$ cat config.mk
export PLATFORM = sky130hd
export DESIGN_NAME = muldiv_iter
export DESIGN_NICKNAME = d
export VERILOG_FILES = /design/src/rtl/p_hardisc.sv /design/src/rtl/muldiv_step.sv /design/src/rtl/see_wires.sv /design/src/rtl/muldiv_iter.sv
export SDC_FILE = /design/constraint.sdc
export NUM_CORES = 1
export LEC_CHECK = 0
export BUFFER_PORTS_ARGS = -buffer_cell sky130_fd_sc_hd__buf_2
export CAP_MARGIN = 10
export CORE_ASPECT_RATIO = 1.75
export CORE_UTILIZATION = 40
export DETAILED_ROUTE_END_ITERATION = 12
export HOLD_SLACK_MARGIN = 0.05
export RECOVER_POWER = 25
export SLEW_MARGIN = 20
export SYNTH_ARGS = -nofsm -noshare
export SYNTH_HDL_FRONTEND = slang
export SYNTH_SLANG_ARGS = --single-unit
export TNS_END_PERCENT = 100
$ cat constraint.sdc
create_clock -name s_clk_i -period 4.9 [get_ports s_clk_i]
set_input_delay 0.98 -clock s_clk_i [delete_from_list [all_inputs] [get_ports s_clk_i]]
set_output_delay 0.98 -clock s_clk_i [all_outputs]
set_load 0.005 [all_outputs]
$ cat src/rtl/p_hardisc.sv
// Shared core types: M-extension op encoding, MDU state, and SEE wire groups.
package p_hardisc;

    // RISC-V M-extension funct3 encoding
    typedef enum logic [2:0] {
        OP_MUL    = 3'd0,
        OP_MULH   = 3'd1,
        OP_MULHSU = 3'd2,
        OP_MULHU  = 3'd3,
        OP_DIV    = 3'd4,
        OP_DIVU   = 3'd5,
        OP_REM    = 3'd6,
        OP_REMU   = 3'd7
    } mdu_op;

    typedef enum logic [1:0] {
        MDU_IDLE = 2'd0,
        MDU_CALC = 2'd1,
        MDU_DONE = 2'd2
    } mdu_state;

    // Groups for single-event-effect injection points on core wires
    localparam int SEEGR_NONE      = 0;
    localparam int SEEGR_CORE_WIRE = 1;

    // MUL is treated as signed x signed: its low word is identical for every
    // signedness, so this only narrows which cached products it may reuse.
    function automatic logic op1_signed(mdu_op op);
        return op inside {OP_MUL, OP_MULH, OP_MULHSU, OP_DIV, OP_REM};
    endfunction

    function automatic logic op2_signed(mdu_op op);
        return op inside {OP_MUL, OP_MULH, OP_DIV, OP_REM};
    endfunction

    function automatic logic op_is_div(mdu_op op);
        return op[2];
    endfunction

    // Result comes from the upper word (product high / remainder)
    function automatic logic op_sel_hi(mdu_op op);
        return op inside {OP_MULH, OP_MULHSU, OP_MULHU, OP_REM, OP_REMU};
    endfunction

endpackage

$ cat src/rtl/muldiv_step.sv
// One iteration of the MDU: BPC-bit shift-add multiply or BPC restoring-divide steps.
module muldiv_step #(
    parameter int XLEN = 32,
    parameter int BPC  = 1
)(
    input  logic            s_div_i,
    input  logic [XLEN-1:0] s_hi_i,   // partial product / partial remainder
    input  logic [XLEN-1:0] s_lo_i,   // remaining multiplier / dividend->quotient
    input  logic [XLEN-1:0] s_b_i,    // multiplicand / divisor (magnitudes)
    output logic [XLEN-1:0] s_hi_o,
    output logic [XLEN-1:0] s_lo_o
);

    localparam int XB = XLEN + BPC;

    logic [XB-1:0]   sum;
    logic [XLEN-1:0] r, q;
    logic [XLEN:0]   t;

    // Multiply: add multiplicand x low BPC multiplier bits, shift {hi,lo} right.
    // Divide: BPC restoring steps, quotient bits shifted into lo.
    always_comb begin
        sum = XB'(s_hi_i) + XB'(s_b_i) * XB'(s_lo_i[BPC-1:0]);
        r   = s_hi_i;
        q   = s_lo_i;
        t   = '0;
        for (int i = 0; i < BPC; i++) begin
            t = {r, q[XLEN-1]};
            q = {q[XLEN-2:0], 1'b0};
            if (t >= {1'b0, s_b_i}) begin
                t    = t - {1'b0, s_b_i};
                q[0] = 1'b1;
            end
            r = t[XLEN-1:0];
        end
        if (s_div_i) begin
            s_hi_o = r;
            s_lo_o = q;
        end else begin
            s_hi_o = sum[XB-1:BPC];
            s_lo_o = {sum[BPC-1:0], s_lo_i[XLEN-1:BPC]};
        end
    end

endmodule

$ cat src/rtl/see_wires.sv
// Named pass-through for core wires that fault-injection harnesses bind to by group.
module see_wires import p_hardisc::*; #(
    parameter int GROUP = SEEGR_NONE,
    parameter int W     = 1
)(
    input  logic [W-1:0] s_c_i,
    output logic [W-1:0] s_d_o
);

    // The named scope gives injection harnesses a stable handle per group
    if (GROUP == SEEGR_NONE) begin : g_plain
        assign s_d_o = s_c_i;
    end else begin : g_see
        assign s_d_o = s_c_i;
    end

endmodule

$ cat src/rtl/muldiv_iter.sv
// Iterative RISC-V M-extension unit with fast paths and a last-result cache.
module muldiv_iter import p_hardisc::*; #(
    parameter int XLEN     = 32,
    parameter int BPC      = 1,
    parameter bit CACHE_EN = 1
)(
    input  logic            s_clk_i,
    input  logic            s_resetn_i,
    input  logic            s_stall_i,
    input  logic            s_flush_i,
    input  logic            s_compute_i,
    input  logic [2:0]      s_op_i,
    input  logic [XLEN-1:0] s_operand1_i,
    input  logic [XLEN-1:0] s_operand2_i,
    output logic            s_finished_o,
    output logic [XLEN-1:0] s_result_o,
    output logic            s_busy_o
);

    localparam int N     = XLEN / BPC;
    localparam int CNT_W = (N > 1) ? $clog2(N) : 1;
    localparam logic [XLEN-1:0] XMIN = {1'b1, {(XLEN-1){1'b0}}};

    mdu_state state_q, state_d;
    mdu_op    op_q, op_in;
    logic [XLEN-1:0] acc_hi_q, acc_lo_q, opb_q, src1_q, src2_q, res_q;
    logic [2:0]      cls_q, cls_in;
    logic            neg1_q, neg2_q;
    logic [CNT_W-1:0] cnt_q;

    logic            c_vld_q;
    logic [XLEN-1:0] c_op1_q, c_op2_q, c_hi_q, c_lo_q;
    logic [2:0]      c_cls_q;

    logic            s1, s2, neg1_in, neg2_in, div_in, div0, ovf, mzero, hit, fast, start, last;
    logic [XLEN-1:0] abs1, abs2, fast_hi, fast_lo;
    logic [XLEN-1:0] step_hi, step_lo, corr_hi, corr_lo;
    logic [2*XLEN-1:0] prod_c;
    logic            fin_raw;
    logic [XLEN-1:0] res_raw;

    function automatic logic [XLEN-1:0] pick(mdu_op op, logic [XLEN-1:0] hi, logic [XLEN-1:0] lo);
        return op_sel_hi(op) ? hi : lo;
    endfunction

    // Request decode: magnitudes, signedness class and fast-path detection
    always_comb begin
        op_in   = mdu_op'(s_op_i);
        s1      = op1_signed(op_in);
        s2      = op2_signed(op_in);
        div_in  = op_is_div(op_in);
        neg1_in = s1 & s_operand1_i[XLEN-1];
        neg2_in = s2 & s_operand2_i[XLEN-1];
        abs1    = neg1_in ? -s_operand1_i : s_operand1_i;
        abs2    = neg2_in ? -s_operand2_i : s_operand2_i;
        cls_in  = {div_in, s1, s2};
        div0    = div_in & (s_operand2_i == '0);
        ovf     = div_in & s1 & (s_operand1_i == XMIN) & (s_operand2_i == '1);
        mzero   = ~div_in & ((s_operand1_i == '0) | (s_operand2_i == '0));
        hit     = CACHE_EN & c_vld_q & (s_operand1_i == c_op1_q)
                & (s_operand2_i == c_op2_q) & (cls_in == c_cls_q);
        fast    = div0 | ovf | mzero | hit;
        fast_hi = '0;
        fast_lo = '0;
        if (hit) begin
            fast_hi = c_hi_q;
            fast_lo = c_lo_q;
        end else if (div0) begin
            fast_hi = s_operand1_i;
            fast_lo = '1;
        end else if (ovf) begin
            fast_lo = XMIN;
        end
    end

    assign start = (state_q == MDU_IDLE) & s_compute_i & ~s_flush_i;
    assign last  = (state_q == MDU_CALC) & (cnt_q == CNT_W'(N-1));

    muldiv_step #(.XLEN(XLEN), .BPC(BPC)) u_step (
        .s_div_i (op_is_div(op_q)),
        .s_hi_i  (acc_hi_q),
        .s_lo_i  (acc_lo_q),
        .s_b_i   (opb_q),
        .s_hi_o  (step_hi),
        .s_lo_o  (step_lo)
    );

    // Sign correction of the final step; remainder takes the dividend's sign
    always_comb begin
        prod_c = (neg1_q ^ neg2_q) ? -{step_hi, step_lo} : {step_hi, step_lo};
        if (op_is_div(op_q)) begin
            corr_hi = neg1_q ? -step_hi : step_hi;
            corr_lo = (neg1_q ^ neg2_q) ? -step_lo : step_lo;
        end else begin
            corr_hi = prod_c[2*XLEN-1:XLEN];
            corr_lo = prod_c[XLEN-1:0];
        end
    end

    // State register
    always_ff @(posedge s_clk_i or negedge s_resetn_i) begin
        if (!s_resetn_i) state_q <= MDU_IDLE;
        else             state_q <= state_d;
    end

    // Next state; flush overrides everything, stall only holds DONE
    always_comb begin
        state_d = state_q;
        case (state_q)
            MDU_IDLE: if (start) state_d = fast ? MDU_DONE : MDU_CALC;
            MDU_CALC: if (last) state_d = MDU_DONE;
            MDU_DONE: if (!s_stall_i) state_d = MDU_IDLE;
            default:  state_d = MDU_IDLE;
        endcase
        if (s_flush_i) state_d = MDU_IDLE;
    end

    // Operand latch, iteration datapath and result register
    always_ff @(posedge s_clk_i or negedge s_resetn_i) begin
        if (!s_resetn_i) begin
            op_q     <= OP_MUL;
            acc_hi_q <= '0;
            acc_lo_q <= '0;
            opb_q    <= '0;
            src1_q   <= '0;
            src2_q   <= '0;
            cls_q    <= '0;
            neg1_q   <= 1'b0;
            neg2_q   <= 1'b0;
            cnt_q    <= '0;
            res_q    <= '0;
        end else if (start) begin
            op_q     <= op_in;
            src1_q   <= s_operand1_i;
            src2_q   <= s_operand2_i;
            cls_q    <= cls_in;
            neg1_q   <= neg1_in;
            neg2_q   <= neg2_in;
            cnt_q    <= '0;
            acc_hi_q <= '0;
            acc_lo_q <= div_in ? abs1 : abs2;
            opb_q    <= div_in ? abs2 : abs1;
            if (fast) res_q <= pick(op_in, fast_hi, fast_lo);
        end else if (state_q == MDU_CALC) begin
            acc_hi_q <= step_hi;
            acc_lo_q <= step_lo;
            if (last) res_q <= pick(op_q, corr_hi, corr_lo);
            else      cnt_q <= cnt_q + 1'b1;
        end
    end

    // Cache refresh only from a completed, non-flushed iterative op
    always_ff @(posedge s_clk_i or negedge s_resetn_i) begin
        if (!s_resetn_i) begin
            c_vld_q <= 1'b0;
            c_op1_q <= '0;
            c_op2_q <= '0;
            c_cls_q <= '0;
            c_hi_q  <= '0;
            c_lo_q  <= '0;
        end else if (CACHE_EN && last && !s_flush_i) begin
            c_vld_q <= 1'b1;
            c_op1_q <= src1_q;
            c_op2_q <= src2_q;
            c_cls_q <= cls_q;
            c_hi_q  <= corr_hi;
            c_lo_q  <= corr_lo;
        end
    end

    assign fin_raw  = (state_q == MDU_DONE) & ~s_flush_i;
    assign res_raw  = fin_raw ? res_q : '0;
    assign s_busy_o = (state_q != MDU_IDLE);

    see_wires #(.GROUP(SEEGR_CORE_WIRE), .W(XLEN)) u_see_res (
        .s_c_i (res_raw),
        .s_d_o (s_result_o)
    );

    see_wires #(.GROUP(SEEGR_CORE_WIRE), .W(1)) u_see_fin (
        .s_c_i (fin_raw),
        .s_d_o (s_finished_o)
    );

endmodule

==> flow_results.org <==
** Run status
- The run finished, with violations left.
- The checks that failed: max-capacitance violations, max-slew violations.

** CTS
- # H-tree levels :: 2
- Clock buffer depth :: 3
- CTS clock-pin slew for the worst setup and hold paths :: approximately 0.07 ns
- The later pin in the worst-skew pair is clocked with a latency of 0.58 ns.
- Clock tree from TritonCTS :: yes
- TritonCTS buffer count :: 37
- Counting every sink on the clock net gives approximately 340.
- In this run the clock root is driven by a sky130_fd_sc_hd__clkbuf_16.

** Run
- The tool flagged a number of max-cap violations equal to 3.

** Place
- Placer congestion estimate :: 1.031
- Number of buffers inserted by port buffering :: approximately 110
- Detailed placement ended at an HPWL of 85.33 mm.
- Setup slack after placement :: -0.04345 ns
- Total cell area at the placement stage :: approximately 27000 um^2

** Floorplan
- During I/O placement, the number of pins put on the boundary was 106.
- The die covers 62650 um^2.
- Number of core rows :: 120
- Chip height :: 330.4 um
- For this configuration, the core starts out at a cell density of 40.33%.
- After floorplanning, the core was sized to cover a little over 60000 um^2.
- From left edge to right edge, the die measures 189.6 um.

** Synth
- For this run, the number of Yosys warnings is 0.
- Sorting the synthesized cells by area gives the leading types as sky130_fd_sc_hd__dfrtp_1 34%, sky130_fd_sc_hd__nand2_1 11%, sky130_fd_sc_hd__o21ai_0 5.6%, sky130_fd_sc_hd__xnor2_1 4.4%, sky130_fd_sc_hd__a21oi_1 4.3%.
- Share of synthesized area occupied by flip-flops and latches :: roughly 34%
- Total nets after synthesis :: 3281
- Synth cell types :: about 120
- Number of standard cells after synthesis :: between 3000 and 4000
- Primary flip-flop cell chosen by synthesis mapping :: sky130_fd_sc_hd__dfrtp_1
- Largest area contributor in the netlist :: sky130_fd_sc_hd__dfrtp_1
- Synthesized flop and latch total :: 338
- Area of the mapped netlist :: about 25000 um^2
- After synthesis, the share of flip-flops with an asynchronous set or reset is 100.0%.
- Of the post-synthesis cell area, the dominant cell type holds 34.32%.
- Yosys mapped a number of flops with a built-in enable equal to 0.
- Average size of a mapped cell :: 7.859 um^2

** STA
- Max transition margin :: -86.25%
- Unrepaired setup endpoints after global routing :: false
- Final-layout setup total negative slack :: 0 ns
- Static timing analysis puts the maximum clock frequency at roughly 210 MHz.
- Of the available clock period, the critical path in the final layout requires 97.27%.
- Setup violations remaining at the end of the flow were counted as 0.
- The smallest clock period supported by the final layout is computed as between 4 and 5 ns.
- The hold violation total from the final report is 0.
- In the post-route analysis, the smallest setup slack over all paths is approximately 0.13 ns.
- Fin. max-slew vios :: ~150
- Actual transition at the worst max-transition pin :: 2.794 ns
- Layout Skew :: between 0.03 and 0.04 ns

** Cells and area
- The area growth from synthesis to layout is 14.53%.
- Layout Utilization :: 46.20%
- Most common cell after layout, fill and taps aside :: sky130_fd_sc_hd__nand2_1
- After the last flow step, the layout net total stands at 3416.
- Commonest non-fill, non-tap cells in the layout :: 708 x sky130_fd_sc_hd__nand2_1, 337 x sky130_fd_sc_hd__dfrtp_1, 275 x sky130_fd_sc_hd__o21ai_0
- Proportion of layout cells with a drive suffix above 1 :: roughly 15%
- Finished layout cell area :: 28230 um^2

** Power and ir drop
- Net switching is 49.99% of the power.
- Across the VDD grid, the largest voltage drop is 0.3486 mV.
- Clock power frac :: between 15 and 20%
- Gate power share :: 61.3%
- For this design the total switching power over the nets is 8.673 mW.
- Proportion of power drawn by flip-flops and latches :: 21.5%
- Cell-internal power :: between 8 and 9 mW
- In this run the static leakage power is 12.70 nW.
- After layout, the design draws a total of 17.35 mW.
- Power density normalized to cell area :: slightly above 600 nW/um^2

** Route
- Summed over all layers, the routed wires come to 111.1 mm.
- For this run, the detailed router's first-pass iteration total came to 6.
- Number of nets with antenna violations after detailed routing :: 0
- For this block, the via count after detailed routing is 24460.
- Iteration-0 DRC count of the detailed router :: 1956
- In the final routed layout, each cell accounts on average for 27.17 um.
- For this run, design rule violations remaining after detail routing come to 0.
- Using the TritonRoute via totals, the vias-per-cell ratio works out to 5.978.

** Worst setup path
- Element type at the critical path end :: flip-flop
- Dominant delay contributor by cell family on the critical path :: compound AO/OA/AOI/OAI gates
- In this run the worst path has a maximum fanout of 8.
- STA puts the critical path data arrival time at 5.24 ns.
- By startpoint and endpoint, the worst setup path is classified as flip-flop to flip-flop.
- List of cells traversed by the critical path :: ha_1 > a21oi_2 > o21ai_1 > a22o_4 > o31a_4 > nor2_2 > buf_4 > buf_4 > nand2_1 > a31oi_1 > buf_4 > nor3_1 > and3_1 > o21ai_1 > xnor2_1 > buf_4 > o211ai_1 > a21o_1
- Data required time at the worst endpoint :: 5.37 ns
- Most numerous cell on the critical path :: sky130_fd_sc_hd__buf_4
- Slowest stage delay, CP :: 0.47 ns
- Among all stages on the critical path, the largest delay is contributed by sky130_fd_sc_hd__nor2_2.
- STA classifies the critical path startpoint as a flip-flop.
- Counting both buffers and inverters, the worst setup path holds a total of 4.

** GRT
- Summed over all layers, the global routing overflow is 0.
- Antenna violations before repair :: 2
- First-pass GRT wire length :: between 150 and 200 mm
- All-Layer GR Usage :: 35.66%
- Via count of the first global-routing pass :: approximately 25000
- Entering global routing, the biggest net connects ~110 pins.

** Min path
- In this run the worst hold path is classified as flip-flop to flip-flop.
==> layer usage <==
metal,share of wire [%],global-route usage (%)
met5,0.013,0
met4,13,38.41
met3,5.3,5.520
met2,49,61.55
met1,33,34.99
==> path summary, 6_finish.rpt <==
| check | end | slack, ns | from | cells after the start |
|---|---|---|---|---|
| setup / recovery | res_q[17]$_DFFE_PN0P_ | 0.13 | acc_hi_q[5]$_DFFE_PN0P_ | 18 |
| hold / removal | c_op1_q[10]$_DFFE_PN0P_ | 0.46 | src1_q[10]$_DFFE_PN0P_ | 2 |
| setup reg to reg | res_q[17]$_DFFE_PN0P_ | 0.13 | acc_hi_q[5]$_DFFE_PN0P_ | 18 |
| hold reg to reg | c_op1_q[10]$_DFFE_PN0P_ | 0.46 | src1_q[10]$_DFFE_PN0P_ | 2 |
| max in group asynchronous | op_q[2]$_DFFE_PN0P_ | 0.79 | s_resetn_i | 2 |
| min in group asynchronous | cnt_q[1]$_DFFE_PN0P_ | 1.28 | s_resetn_i | 1 |
==> kinds of logic after synthesis <==
logic type      synth area share [%]
flops                          34.32
buf+inv                        4.660
xor+xnor                       7.675
fa+ha+maj                      3.767
compound gates                 22.07
mux                            2.868
simple gates                   24.64
==> registers in the layout (all words and copies together) (netlist names), 32 cells and up <==
register and flops:
src1_q 32, src2_q 32, opb_q 32, c_lo_q 32, acc_lo_q 32, c_op2_q 32
acc_hi_q 32, c_hi_q 32, res_q 32, c_op1_q 32
==> layout make-up <==
| cell class | instances | area [um^2] |
|---|---|---|
| fillers | 5985 | 32880 |
| inverters | 77 | 289.0 |
| repair buffers | 298 | 2057 |
| flip-flops and latches | 338 | 8462 |
| multi-input cells | 2519 | 15190 |
| well taps | 793 | 992.2 |
| diodes | 1 | 2.502 |
| clock inverters | 15 | 146.4 |
| clock buffers | 50 | 1086 |
==> metrics by stage <==
| stage | std cells | hold slack (ns) |
|---|---|---|
| final | 4091 | 0.4623 |
| after global routing | 4090 | 0.4823 |
| after floorplan | 3136 | 0.4304 |
| after CTS | 4087 | 0.4668 |
| after detailed placement | 4022 | 0.4507 |
| after global placement | 4022 | 0.4458 |
==> Yosys cell counts, types with 7 or more instances <==
master	n
sky130_fd_sc_hd__mux2_2	21
sky130_fd_sc_hd__a21o_1	29
sky130_fd_sc_hd__a21oi_1	213
sky130_fd_sc_hd__o31a_1	8
sky130_fd_sc_hd__o211a_1	8
sky130_fd_sc_hd__inv_1	76
sky130_fd_sc_hd__nor4_1	32
sky130_fd_sc_hd__o221a_2	7
sky130_fd_sc_hd__or4_1	12
sky130_fd_sc_hd__xor2_1	92
sky130_fd_sc_hd__nand4_1	54
sky130_fd_sc_hd__or3_1	16
sky130_fd_sc_hd__mux2i_1	47
sky130_fd_sc_hd__o21a_1	18
sky130_fd_sc_hd__nor3_1	58
sky130_fd_sc_hd__a221oi_1	16
sky130_fd_sc_hd__clkbuf_1	156
sky130_fd_sc_hd__buf_1	12
sky130_fd_sc_hd__nand2b_1	12
sky130_fd_sc_hd__dfrtp_1	338
sky130_fd_sc_hd__a211o_1	8
sky130_fd_sc_hd__xnor2_1	124
sky130_fd_sc_hd__o21ai_1	30
sky130_fd_sc_hd__o31ai_1	21
sky130_fd_sc_hd__ha_1	71
sky130_fd_sc_hd__and2_1	85
sky130_fd_sc_hd__nand2_1	708
sky130_fd_sc_hd__o211ai_1	48
sky130_fd_sc_hd__and3_1	17
sky130_fd_sc_hd__buf_6	7
sky130_fd_sc_hd__a31oi_1	18
sky130_fd_sc_hd__a211oi_1	20
sky130_fd_sc_hd__buf_2	23
sky130_fd_sc_hd__a21boi_0	7
sky130_fd_sc_hd__o21ai_0	275
sky130_fd_sc_hd__o221ai_1	18
sky130_fd_sc_hd__nor2_1	183
sky130_fd_sc_hd__a21oi_2	8
sky130_fd_sc_hd__nand3_1	80
==> power groups by stage <==
stage	combinational, mW	clock, mW	sequential, mW
floorplan	5.79	0	3.59
global placement	10.1	0	3.76
detailed placement	10.1	0	3.78
CTS	10.2	3.01	3.73
global route	11.2	3.09	3.79
finish	10.6	2.97	3.73
==> repair_timing <==
action / CTS / global route
gates resized for setup: 2 / 18
buffers inserted: 0 / 3
pin swaps: 0 / 3
setup endpoints to repair: 7 / 32
hold buffers: 0 / 0
==> worst register-to-register path, cell delays in order (launching register included) <==
cell and delay [ns]:
sky130_fd_sc_hd__dfrtp_1 0.46, sky130_fd_sc_hd__ha_1 0.41, sky130_fd_sc_hd__a21oi_2 0.20, sky130_fd_sc_hd__o21ai_1 0.18
sky130_fd_sc_hd__a22o_4 0.29, sky130_fd_sc_hd__o31a_4 0.36, sky130_fd_sc_hd__nor2_2 0.47, sky130_fd_sc_hd__buf_4 0.28
sky130_fd_sc_hd__buf_4 0.20, sky130_fd_sc_hd__nand2_1 0.08, sky130_fd_sc_hd__a31oi_1 0.40, sky130_fd_sc_hd__buf_4 0.20
sky130_fd_sc_hd__nor3_1 0.06, sky130_fd_sc_hd__and3_1 0.20, sky130_fd_sc_hd__o21ai_1 0.14, sky130_fd_sc_hd__xnor2_1 0.22
sky130_fd_sc_hd__buf_4 0.21, sky130_fd_sc_hd__o211ai_1 0.12, sky130_fd_sc_hd__a21o_1 0.21
Note: power is estimated with default switching activity, not from simulation.
